**config.mk**
```make
export PLATFORM = sky130hd
export DESIGN_NAME = chip8_sprite_drawer
export DESIGN_NICKNAME = d
export VERILOG_FILES = /design/src/rtl/chip8_sprite_drawer.sv
export SDC_FILE = /design/constraint.sdc
export NUM_CORES = 1
export LEC_CHECK = 0
export ABC_AREA = 1
export BUFFER_PORTS_ARGS = -buffer_cell sky130_fd_sc_hd__buf_2
export CAP_MARGIN = 30
export CORE_MARGIN = 2
export CORE_UTILIZATION = 60
export CTS_CLUSTER_DIAMETER = 100
export DETAILED_ROUTE_END_ITERATION = 8
export PLACE_DENSITY = 0.85
export SLEW_MARGIN = 0
export SYNTH_ARGS = -nofsm -noshare
export SYNTH_HDL_FRONTEND = slang
export SYNTH_SLANG_ARGS = --single-unit
```
**constraint.sdc**
```tcl
create_clock -name clk -period 3.55 [get_ports clk]
set_input_delay 0.355 -clock clk [delete_from_list [all_inputs] [get_ports clk]]
set_output_delay 0.355 -clock clk [all_outputs]
set_load 0.05 [all_outputs]
```
**src/rtl/chip8_sprite_drawer.sv**
```systemverilog
// CHIP-8/XO-CHIP sprite blitter: reads sprite rows from RAM and XORs them into a 2-plane VRAM.
// Latency 1+18*N cycles from accepted start to done; start is ignored unless IDLE.
module chip8_sprite_drawer (
    input  logic        clk,
    input  logic        rst,
    input  logic        start,
    input  logic [6:0]  x,
    input  logic [5:0]  y,
    input  logic [3:0]  rows,
    input  logic [11:0] sprite_addr,
    input  logic [1:0]  plane,
    output logic        busy,
    output logic        done,
    output logic        collision,
    output logic [11:0] ram_addr,
    input  logic [7:0]  ram_dout,
    output logic [6:0]  vram_hpos,
    output logic [5:0]  vram_vpos,
    output logic [1:0]  vram_pixeli,
    input  logic [1:0]  vram_pixelo,
    output logic        vram_we
);

    typedef enum logic [2:0] {
        IDLE,
        ROW_ADDR,
        ROW_DATA,
        PIX_RD,
        PIX_WR,
        DONE
    } state_t;

    state_t      state;
    logic [6:0]  x_l;
    logic [5:0]  y_l;
    logic [3:0]  rows_m1;
    logic [11:0] addr_l;
    logic [1:0]  plane_l;
    logic [3:0]  row;
    logic [2:0]  col;
    logic [7:0]  shreg;

    // Extra carry bit on the sums detects pixels falling off the right/bottom edge.
    logic [7:0]  col_sum;
    logic [6:0]  row_sum;
    logic        pix_en;
    logic [2:0]  col_nxt;
    logic [3:0]  row_nxt;
    logic [6:0]  hpos_nxt;
    logic [11:0] addr_nxt;

    assign col_sum  = {1'b0, x_l} + {5'b0, col};
    assign row_sum  = {1'b0, y_l} + {3'b0, row};
    assign pix_en   = shreg[7] && (plane_l != 2'b00) && !col_sum[7] && !row_sum[6];
    assign col_nxt  = col + 3'd1;
    assign row_nxt  = row + 4'd1;
    assign hpos_nxt = x_l + {4'b0, col_nxt};
    assign addr_nxt = addr_l + {8'b0, row_nxt};

    // Write data must follow the VRAM read that lands in the PIX_WR cycle itself.
    assign vram_pixeli = vram_we ? (vram_pixelo ^ plane_l) : 2'b00;

    always_ff @(posedge clk) begin
        if (rst) begin
            state     <= IDLE;
            busy      <= 1'b0;
            done      <= 1'b0;
            collision <= 1'b0;
            ram_addr  <= 12'd0;
            vram_hpos <= 7'd0;
            vram_vpos <= 6'd0;
            vram_we   <= 1'b0;
            x_l       <= 7'd0;
            y_l       <= 6'd0;
            rows_m1   <= 4'd0;
            addr_l    <= 12'd0;
            plane_l   <= 2'b00;
            row       <= 4'd0;
            col       <= 3'd0;
            shreg     <= 8'd0;
        end else begin
            case (state)
                IDLE: begin
                    if (start) begin
                        x_l       <= x;
                        y_l       <= y;
                        rows_m1   <= rows - 4'd1;
                        addr_l    <= sprite_addr;
                        plane_l   <= plane;
                        row       <= 4'd0;
                        collision <= 1'b0;
                        ram_addr  <= sprite_addr;
                        busy      <= 1'b1;
                        state     <= ROW_ADDR;
                    end
                end
                ROW_ADDR: state <= ROW_DATA;
                ROW_DATA: begin
                    shreg     <= ram_dout;
                    col       <= 3'd0;
                    vram_hpos <= x_l;
                    vram_vpos <= row_sum[5:0];
                    state     <= PIX_RD;
                end
                PIX_RD: begin
                    vram_we <= pix_en;
                    state   <= PIX_WR;
                end
                PIX_WR: begin
                    vram_we <= 1'b0;
                    if (vram_we && ((vram_pixelo & plane_l) != 2'b00))
                        collision <= 1'b1;
                    if (col == 3'd7) begin
                        if (row == rows_m1) begin
                            busy  <= 1'b0;
                            done  <= 1'b1;
                            state <= DONE;
                        end else begin
                            row      <= row_nxt;
                            ram_addr <= addr_nxt;
                            state    <= ROW_ADDR;
                        end
                    end else begin
                        col       <= col_nxt;
                        shreg     <= {shreg[6:0], 1'b0};
                        vram_hpos <= hpos_nxt;
                        state     <= PIX_RD;
                    end
                end
                DONE: begin
                    done  <= 1'b0;
                    state <= IDLE;
                end
                default: begin
                    busy    <= 1'b0;
                    done    <= 1'b0;
                    vram_we <= 1'b0;
                    state   <= IDLE;
                end
            endcase
        end
    end

endmodule

```
==> impl_metrics.tcl, run 1 <==
set metrics [dict create \
    boundaryPins 75 \
    synth_top_area_share 0.3867 \
    rsz0062_at_grt "false" \
    grt_max_degree 37 \
    seq_power_share 0.473 \
    grt_overflow 0 \
    p_sw_frac 0.3570 \
    antenna_found_initial 0 \
    regToRegSetupSlack_ns 1.23 \
    syn_nets 629 \
    start_kind "flop" \
    fin_crit_sh 0.6544 \
    finalWeightedCongestion 0.9141 \
    cts_tree "yes" \
    fp.dieW_um 86.03 \
    die_h_um 86.03 \
    area_growth_pct 13.02 \
    core_um2 6422 \
    yosysUniqueCellTypes 33 \
    power_density_nw_per_um2 478.5 \
    antenna_left 0 \
    synth_area_leaders "dfxtp_1 (39%), nand2_1 (12%), a21oi_1 (7.8%), nand3_1 (6.8%), ha_1 (6.5%)" \
    synth-async-reset-ratio 0 \
    avgSynthCellArea_um2 7.197 \
    first_iter_violations 292 \
    crit_path_max_fanout 30 \
    clkTransAtPathRegs_ns 0.07 \
    setup_viol 0 \
    hold_buffers 0 \
    numClockSinks 78 \
    hold_violations 0 \
    fill_cells 526 \
    routedWlPerCell_um 14.50 \
    p_int_uw 1404 \
    final_net_count 689 \
    io_buffers 74 \
    grtUsageTotal 0.2863 \
    slew_headroom 0.5124 \
    antenna_cells 0 \
    yosysWarnings 0 \
    clk_latency_ns 0.35 \
    ys_seq_area_frac 0.3867 \
    drt-total-wl_mm 10.19 \
    synth_top_cell_by_area "dfxtp_1" \
    rows 29 \
    placed_cell_area_um2 4402 \
    netSwitchingPower_uw 779.6 \
    cts_setup_buffers 0 \
    fmax_ghz 0.4305 \
    viasPerCell 5.639 \
    ys_seq_elements 78 \
    slowest_delay_ns 0.57 \
    netlist_area_um2 4038 \
    maxSlewViolCount 0 \
    cts-root-buf "clkbuf_8" \
    total_power_uw 2184 \
    fin_tns_setup_ns 0 \
    drc 0 \
    synth_edf_count 0 \
    hold_class "input pin to flop" \
    fin_area_um2 4563 \
    crit_required_ns 3.81 \
    synthFlopType "dfxtp_1" \
    die_area_um2 7401 \
    p_clk_frac 0.268 \
    post_synth_most_frequent_cells "nand2_1 (131), dfxtp_1 (78), a21oi_1 (63)" \
    cpMaxStageDelayCell "nor2_1" \
    via_count 3964 \
    grt_pass1_vias 3772 \
    dpl_worst_slack_ns 1.283 \
    fin_crit_ns 2.323 \
    max_slew.worst_pin.slew_ns 0.7287 \
    drt_first_pass_iters 5 \
    clock_path_buffers 2 \
    crit_type "flop to flop" \
    status "finished, final reports clean" \
    synth_most_common_cell "nand2_1" \
    htree_num_levels 3 \
    maxCapViolations 0 \
    combPwrFrac 0.259 \
    synth_cells 561 \
    grt_pass1_wl_mm 16.95 \
    end_kind "flop" \
    cts_buffers 9 \
    post_cts_resized 0 \
    layout-drive-gt1-share 0.1645 \
    place.detailed.hpwl_mm 7.118 \
    setup_ws_ns 1.227 \
    skew_ns 0.004840 \
    p_leak_uw 0.002140 \
    peakVddDrop_mv 0.2740 \
    start_util 0.6287 \
    crit_chain "inv_2, nand2_1, nor2_1, inv_2, nand2_2, inv_1, a21oi_1, o21ai_1, nand2_1, inv_1" \
    arrival_ns 2.58 \
]
==> cells in the final DEF (no fill, tap or decap), drive strengths merged, types with 2 or more instances in the layout <==
master	count
buf	76
o21a	2
ha	21
o211ai	3
or2	6
a21oi	63
a31oi	11
fa	3
nand3	55
nor2	41
nand2	134
inv	45
nand4	4
clkbuf	15
o21ai	49
nor3	3
xor2	11
dfxtp	78
==> flip-flops by register name, indices dropped and copies added, names as in the netlist <==
name / flops
collision: 1
y_l: 6
done: 1
x_l: 7
vram_we: 1
rows_m1: 4
state: 3
row: 4
ram_addr: 12
addr_l: 12
vram_vpos: 6
shreg: 8
plane_l: 2
col: 3
busy: 1
vram_hpos: 7
==> kinds of logic after synthesis <==
| family | Yosys count | share of synthesized area |
|---|---|---|
| AND/OR/NAND/NOR | 244 | 0.2594 |
| AO/OA/AOI/OAI | 131 | 0.1714 |
| flip-flops | 78 | 0.3867 |
| buffers and inverters | 72 | 0.07654 |
| adder cells (fa/ha/maj) | 24 | 0.07995 |
| XOR/XNOR | 12 | 0.02603 |
==> critical path, delay by kind of cell, from the launching register on <==
| family | cells | cell delay (ns) |
|---|---|---|
| flops | 1 | 0.40 |
| simple gates | 4 | 1.10 |
| compound gates | 2 | 0.24 |
| buf+inv | 4 | 0.49 |
==> layout make-up <==
class	instances	area [um^2]	area share
multi-input cells	411	2167	0.4749
flip-flops and latches	78	1562	0.3422
repair buffers	76	405.4	0.08884
inverters	45	171.4	0.03757
clock buffers	15	156.4	0.03427
well taps	77	96.34	0.02111
clock inverters	1	5.005	0.001097
==> power groups by stage <==
| stage | Combinational (uW) | Clock [uW] | Sequential, uW |
|---|---|---|---|
| 6_report | 565 | 586 | 1030 |
| 5_1_grt | 623 | 633 | 1040 |
| 4_1_cts | 562 | 591 | 1030 |
| 3_5_place_dp | 560 | 0 | 1050 |
| 3_3_place_gp | 540 | 0 | 1050 |
| 2_1_floorplan | 298 | 0 | 1180 |
==> metal layers <==
layer	up-vias	global-route usage	wire length (um)
li1	1984	-	-
met4	0	0.1082	246
met2	151	0.4884	4971
met1	1805	0.3442	4259
met3	24	0.07603	716
met5	-	0	0
==> worst paths after layout <==
check	cells past startpoint	startpoint	end
setup / recovery	10	state[2]	vram_hpos[5]
hold / removal	3	ram_dout[2]	shreg[2]
setup reg to reg	10	state[2]	vram_hpos[5]
hold reg to reg	2	ram_addr[9]	ram_addr[9]
==> through the flow <==
stage | std cells | hold slack, ns | util
6_report | 703 | 0.2622 | 0.7105
5_1_grt | 703 | 0.2648 | 0.7105
4_1_cts | 703 | 0.2583 | 0.7105
3_5_place_dp | 687 | 0.4634 | 0.6854
3_3_place_gp | 686 | 0.4534 | 0.6811
2_1_floorplan | 561 | 0.4401 | -
No activity file was read; power rests on OpenSTA's default activity.
==> inputs of run 2 (changes only) <==
- ABC_AREA: 1 -> 0
- CORE_UTILIZATION: 60 -> 55
- PLACE_DENSITY: 0.85 -> 0.79
- clock period: 3.55 -> 2.4 ns (I/O delays scaled with it)
==> run 2 against run 1 <==
- sequential cell count stayed put
- count of clock-buffer cells in the layout shrank 3
- highest routed layer unchanged
- maximum frequency is 6.1% higher
- critical endpoint is now ram_addr[9]
- via count is 8.0% lower
- combinational power is 0.7% higher
- worst hold slack got worse by 0.16 ns
- clock power grew 41%
==> impl_metrics.tcl, run 2 <==
set metrics [dict create \
    ys_seq_area_frac 0.4019 \
    netlist_area_um2 3885 \
    antenna_cells 0 \
    via_count 3647 \
    yosysWarnings 0 \
    clk_latency_ns 0.34 \
    avgSynthCellArea_um2 8.077 \
    routedWlPerCell_um 14.24 \
    synth-async-reset-ratio 0 \
    viasPerCell 5.594 \
    drt-total-wl_mm 9.282 \
    grt_busiest_layer "met2" \
    synth_edf_count 0 \
    layout-drive-gt1-share 0.2014 \
    maxSlewViolCount 0 \
    rows 30 \
    reg_top3 "addr_l x12, ram_addr x12, shreg x8" \
    clock_path_buffers 2 \
    cts_tree "yes" \
    clkTransAtPathRegs_ns 0.07 \
    start_kind "flop" \
    power_density_nw_per_um2 625.0 \
    arrival_ns 2.43 \
    combPwrFrac 0.199 \
    synth_top_cell_by_area "dfxtp_1" \
    drc 0 \
    synth_most_common_cell "nand2_1" \
    grt_pass1_wl_mm 15.32 \
    p_sw_frac 0.3086 \
    end_kind "flop" \
    fmax_ghz 0.4569 \
    p_int_uw 1972 \
    finalWeightedCongestion 0.9249 \
    fin_tns_setup_ns 0 \
    netSwitchingPower_uw 880.3 \
    io_buffers 74 \
    htree_num_levels 3 \
    fp.dieW_um 88.05 \
    synth_cells 481 \
    grt_max_degree 34 \
    globalRouteMet1Util 0.3355 \
    fin_crit_ns 2.189 \
    slowest_delay_ns 0.47 \
    use_met2 0.4029 \
    crit_required_ns 2.64 \
    rsz0062_at_grt "false" \
    synth_area_leaders "dfxtp_1 (40%), nand2_1 (10%), a21oi_1 (7.3%), ha_1 (6.8%), nor2_1 (3.9%)" \
    fin_crit_sh 0.9119 \
    first_iter_violations 198 \
    hold_class "input pin to flop" \
    core_um2 6832 \
    setup_viol 0 \
    maxCapViolations 0 \
    crit_chain "nand3_1, xnor2_2, ha_1, o21a_1, a21oi_1, buf_4, nor3_1, nor3b_1, o41ai_1" \
    start_util 0.5687 \
    yosysUniqueCellTypes 48 \
    synth_top_area_share 0.4019 \
    setup_ws_ns 0.2114 \
    place.detailed.hpwl_mm 6.569 \
    die_h_um 88.05 \
    grt_pass1_vias 3429 \
    dpl_worst_slack_ns 0.1682 \
    gr-usage-met3 0.04618 \
    seq_power_share 0.511 \
    grt_overflow 0 \
    cts-root-buf "clkbuf_8" \
    cts_buffers 9 \
    final_net_count 621 \
    max_slew.worst_pin.slew_ns 0.6499 \
    cpMaxStageDelayCell "dfxtp_1" \
    syn_nets 549 \
    numClockSinks 78 \
    ys_seq_elements 78 \
    peakVddDrop_mv 0.2848 \
    p_clk_frac 0.290 \
    drt_first_pass_iters 4 \
    die_area_um2 7752 \
    hold_violations 0 \
    boundaryPins 75 \
    grtUsageTotal 0.2505 \
    post_synth_most_frequent_cells "nand2_1 (108), dfxtp_1 (78), a21oi_1 (57)" \
    crit_path_max_fanout 6 \
    antenna_found_initial 0 \
    p_leak_uw 0.001972 \
    area_growth_pct 17.49 \
    skew_ns 0.003889 \
    antenna_left 0 \
    crit_type "flop to flop" \
    slew_headroom 0.5667 \
    synthFlopType "dfxtp_1" \
    final_cell_mix "nand2_1 (108), dfxtp_1 (77), buf_2 (74), a21oi_1 (57), nor2_1 (40)" \
    status "finished, final reports clean" \
    final_common_cell "nand2_1" \
]
-- run 2: metrics by stage --
step | area (um^2) | util | total power, uW | cells | hold WS [ns]
2_1_floorplan | 3885 | - | 1881 | 481 | 0.3356
3_3_place_gp | 4389 | 0.6425 | 2034 | 637 | 0.4386
3_5_place_dp | 4400 | 0.6441 | 2051 | 638 | 0.4440
4_1_cts | 4556 | 0.6669 | 2867 | 652 | 0.09069
5_1_grt | 4564 | 0.6681 | 2981 | 652 | 0.1139
6_report | 4564 | 0.6681 | 2853 | 652 | 0.09820
-- run 2: metal layers --
layer / part of all wire / routed length [um]
met3: 0.056 / 522
met5: 0 / 0
met1: 0.47 / 4366
met4: 0.016 / 153
met2: 0.46 / 4239
-- run 2: path summary, 6_finish.rpt --
| check | from | to | slack, ns | depth (start not counted) |
|---|---|---|---|---|
| worst max register to register | row[2] | ram_addr[9] | 0.21 | 9 |
| worst min-delay path | rows[0] | rows_m1[0] | 0.1 | 2 |
| worst min register to register | collision | collision | 0.45 | 2 |
| worst max-delay path | row[2] | ram_addr[9] | 0.21 | 9 |
-- run 2: cell families (layout without fill, tap and decap cells) --
logic type	count (synthesis)	after routing	share of synthesized area
adder cells (fa/ha/maj)	24	24	0.08309
AND/OR/NAND/NOR	197	197	0.2254
buffers and inverters	39	114	0.04058
AO/OA/AOI/OAI	122	122	0.2010
multiplexers	2	2	0.005153
XOR/XNOR	19	19	0.04283
flip-flops	78	78	0.4019
-- run 2: what timing repair did --
| action | 4_1_cts | 5_1_grt |
|---|---|---|
| hold buffers | 0 | 0 |
| setup buffers | 0 | 0 |
| setup endpoints to repair | 0 | 4 |
| resized for setup | 0 | 2 |
-- run 2: power groups by stage --
stage | Combinational, uW | Sequential [uW] | Clock (uW)
after floorplan | 288 | 1590 | 0
after global placement | 552 | 1480 | 0
after detailed placement | 566 | 1490 | 0
after CTS | 569 | 1460 | 842
after global routing | 626 | 1470 | 887
final | 569 | 1460 | 827
-- run 2: final cells by class --
cell class	instances	area [um^2]
well taps	96	120.1
inverters	9	33.78
multi-input cells	364	2191
clock inverters	2	10.01
clock buffers	12	145.1
flip-flops and latches	78	1563
repair buffers	91	501.7
fillers	597	2267
-- run 2: worst max-delay path: cells and delay by family (launching register included) --
| kind | cells | cell delay [ns] |
|---|---|---|
| AO/OA/AOI/OAI | 3 | 0.54 |
| adder cells (fa/ha/maj) | 1 | 0.32 |
| flip-flops | 1 | 0.47 |
| AND/OR/NAND/NOR | 3 | 0.40 |
| buffers and inverters | 1 | 0.16 |
| XOR/XNOR | 1 | 0.19 |
==> inputs of run 3 (changes only) <==
- CAP_MARGIN: 30 -> 0
- CELL_PAD_IN_SITES_DETAIL_PLACEMENT: not set -> 1
- CELL_PAD_IN_SITES_GLOBAL_PLACEMENT: not set -> 1
- CORE_UTILIZATION: 55 -> 41
- PLACE_DENSITY: 0.79 -> not set
- PLACE_DENSITY_LB_ADDON: not set -> 0.1
==> run 3 against run 2 <==
- worst setup slack got worse by 0.022 ns
- largest cell class unchanged
- sequential cell count unchanged
- utilization decreased by 16 points
- power grew 10%
- critical path depth fell by 2
- sequential share of layout area is 0.77 points lower
- final cell count increased by 2.5%
==> impl_metrics.tcl, run 3 (synthesis results as in run 2) <==
set metrics [dict create \
    final_common_cell "nand2_1" \
    placed_cell_area_um2 4428 \
    final_net_count 621 \
    numClockSinks 78 \
    peakVddDrop_mv 0.4121 \
    drt-total-wl_mm 10.88 \
    fin_area_um2 4669 \
    hold_class "input pin to flop" \
    first_iter_violations 115 \
    crit_top_cell "ha_1" \
    antenna_left 0 \
    core_um2 9196 \
    clock_path_buffers 2 \
    end_kind "flop" \
    cts-root-buf "clkbuf_8" \
    hold_violations 0 \
    skew_ns 0.01045 \
    path_buf_inv 0 \
    total_power_uw 3148 \
    grt_overflow 0 \
    clkTransAtPathRegs_ns 0.08 \
    crit_path_max_fanout 18 \
    drc 0 \
    start_kind "flop" \
    antenna_cells 0 \
    cpLargestDelayFamily "simple AND/OR/NAND/NOR gates" \
    antenna_found_initial 0 \
    power_density_nw_per_um2 674.2 \
    layout-drive-gt1-share 0.2101 \
    maxSlewViolCount 0 \
    p_leak_uw 0.002010 \
    drt_first_pass_iters 4 \
    grtUsageTotal 0.2216 \
    status "finished, final reports clean" \
    routedWlPerCell_um 16.28 \
    fin_crit_sh 0.9212 \
    grt_pass1_vias 3699 \
    crit_required_ns 2.67 \
    boundaryPins 75 \
    htree_num_levels 3 \
    fill_cells 1162 \
    crit_chain "ha_1, ha_1, and4bb_2, o41ai_2, and2_1, a21oi_1, a211oi_1" \
    cts_buffers 9 \
    grt_pass1_wl_mm 18.15 \
    final_cell_mix "nand2_1 (108), dfxtp_1 (77), buf_2 (74), a21oi_1 (56), nor2_1 (40)" \
    wl_met2_mm 5.113 \
    arrival_ns 2.48 \
    highest_layer "met4" \
    max_slew.worst_pin.slew_ns 0.6810 \
    met1Wirelength_mm 5.300 \
    die_area_um2 10270 \
    place.detailed.hpwl_mm 7.705 \
    grt_max_degree 79 \
    area_growth_pct 20.19 \
    dr_wl_met3_um 410 \
    rows 35 \
    finalWeightedCongestion 0.8430 \
    fp.dieW_um 101.3 \
    cpMaxStageDelayCell "and2_1" \
    hold_buffers 0 \
    fin_crit_ns 2.211 \
    die_h_um 101.3 \
    crit_type "flop to flop" \
    slowest_delay_ns 0.64 \
    setup_viol 0 \
    via_count 3635 \
    io_buffers 74 \
    maxCapViolations 0 \
    cts_tree "yes" \
    reg_top3 "addr_l x12, ram_addr x12, shreg x8" \
    start_util 0.4224 \
    slew_headroom 0.5460 \
    viasPerCell 5.442 \
    clk_latency_ns 0.35 \
    fmax_ghz 0.4523 \
]
## run 3: power by group
part | switching [uW] | leakage (uW) | internal, uW
registers | 85.2 | 0.000638 | 1390
clock network | 483 | 0.000115 | 634
logic | 370 | 0.00126 | 189
total | 937 | 0.00201 | 2210
## run 3: final timing paths
check	start	to	slack, ns	cells after the start
setup reg to reg	col[0]	ram_addr[4]	0.19	7
hold / removal	rows[0]	rows_m1[0]	0.10	2
hold reg to reg	collision	collision	0.45	2
setup / recovery	col[0]	ram_addr[4]	0.19	7
## run 3: what timing repair did
item | CTS | global route
gates resized for setup | 0 | 4
buffers inserted | 0 | 0
endpoints found under the setup margin | 0 | 7
## run 3: per-layer routing
| metal | up-vias | track usage |
|---|---|---|
| met5 | - | 0 |
| met4 | 0 | 0.04990 |
| met3 | 5 | 0.04417 |
| met2 | 65 | 0.3597 |
| met1 | 1747 | 0.3060 |
| li1 | 1818 | - |
## run 3: final cells by class
| cell class | count | area [um^2] | area share |
|---|---|---|---|
| well taps | 111 | 138.9 | 0.02974 |
| clock inverters | 4 | 70.07 | 0.01501 |
| repair buffers | 91 | 510.5 | 0.1093 |
| clock buffers | 11 | 151.4 | 0.03242 |
| flip-flops and latches | 78 | 1563 | 0.3347 |
| inverters | 9 | 33.78 | 0.007235 |
| multi-input cells | 364 | 2202 | 0.4716 |
## run 3: metrics by stage
| stage | setup TNS (ns) | std cells | hold slack, ns | worst slack (ns) | utilization |
|---|---|---|---|---|---|
| floorplan | 0 | 481 | 0.3356 | 0.1488 | - |
| global placement | 0 | 653 | 0.4375 | 0.2202 | 0.4815 |
| detailed placement | 0 | 653 | 0.4441 | 0.07841 | 0.4815 |
| CTS | 0 | 668 | 0.08629 | 0.06418 | 0.5056 |
| global route | -0.01578 | 668 | 0.1176 | -0.01578 | 0.5078 |
| finish | 0 | 668 | 0.1020 | 0.1892 | 0.5078 |
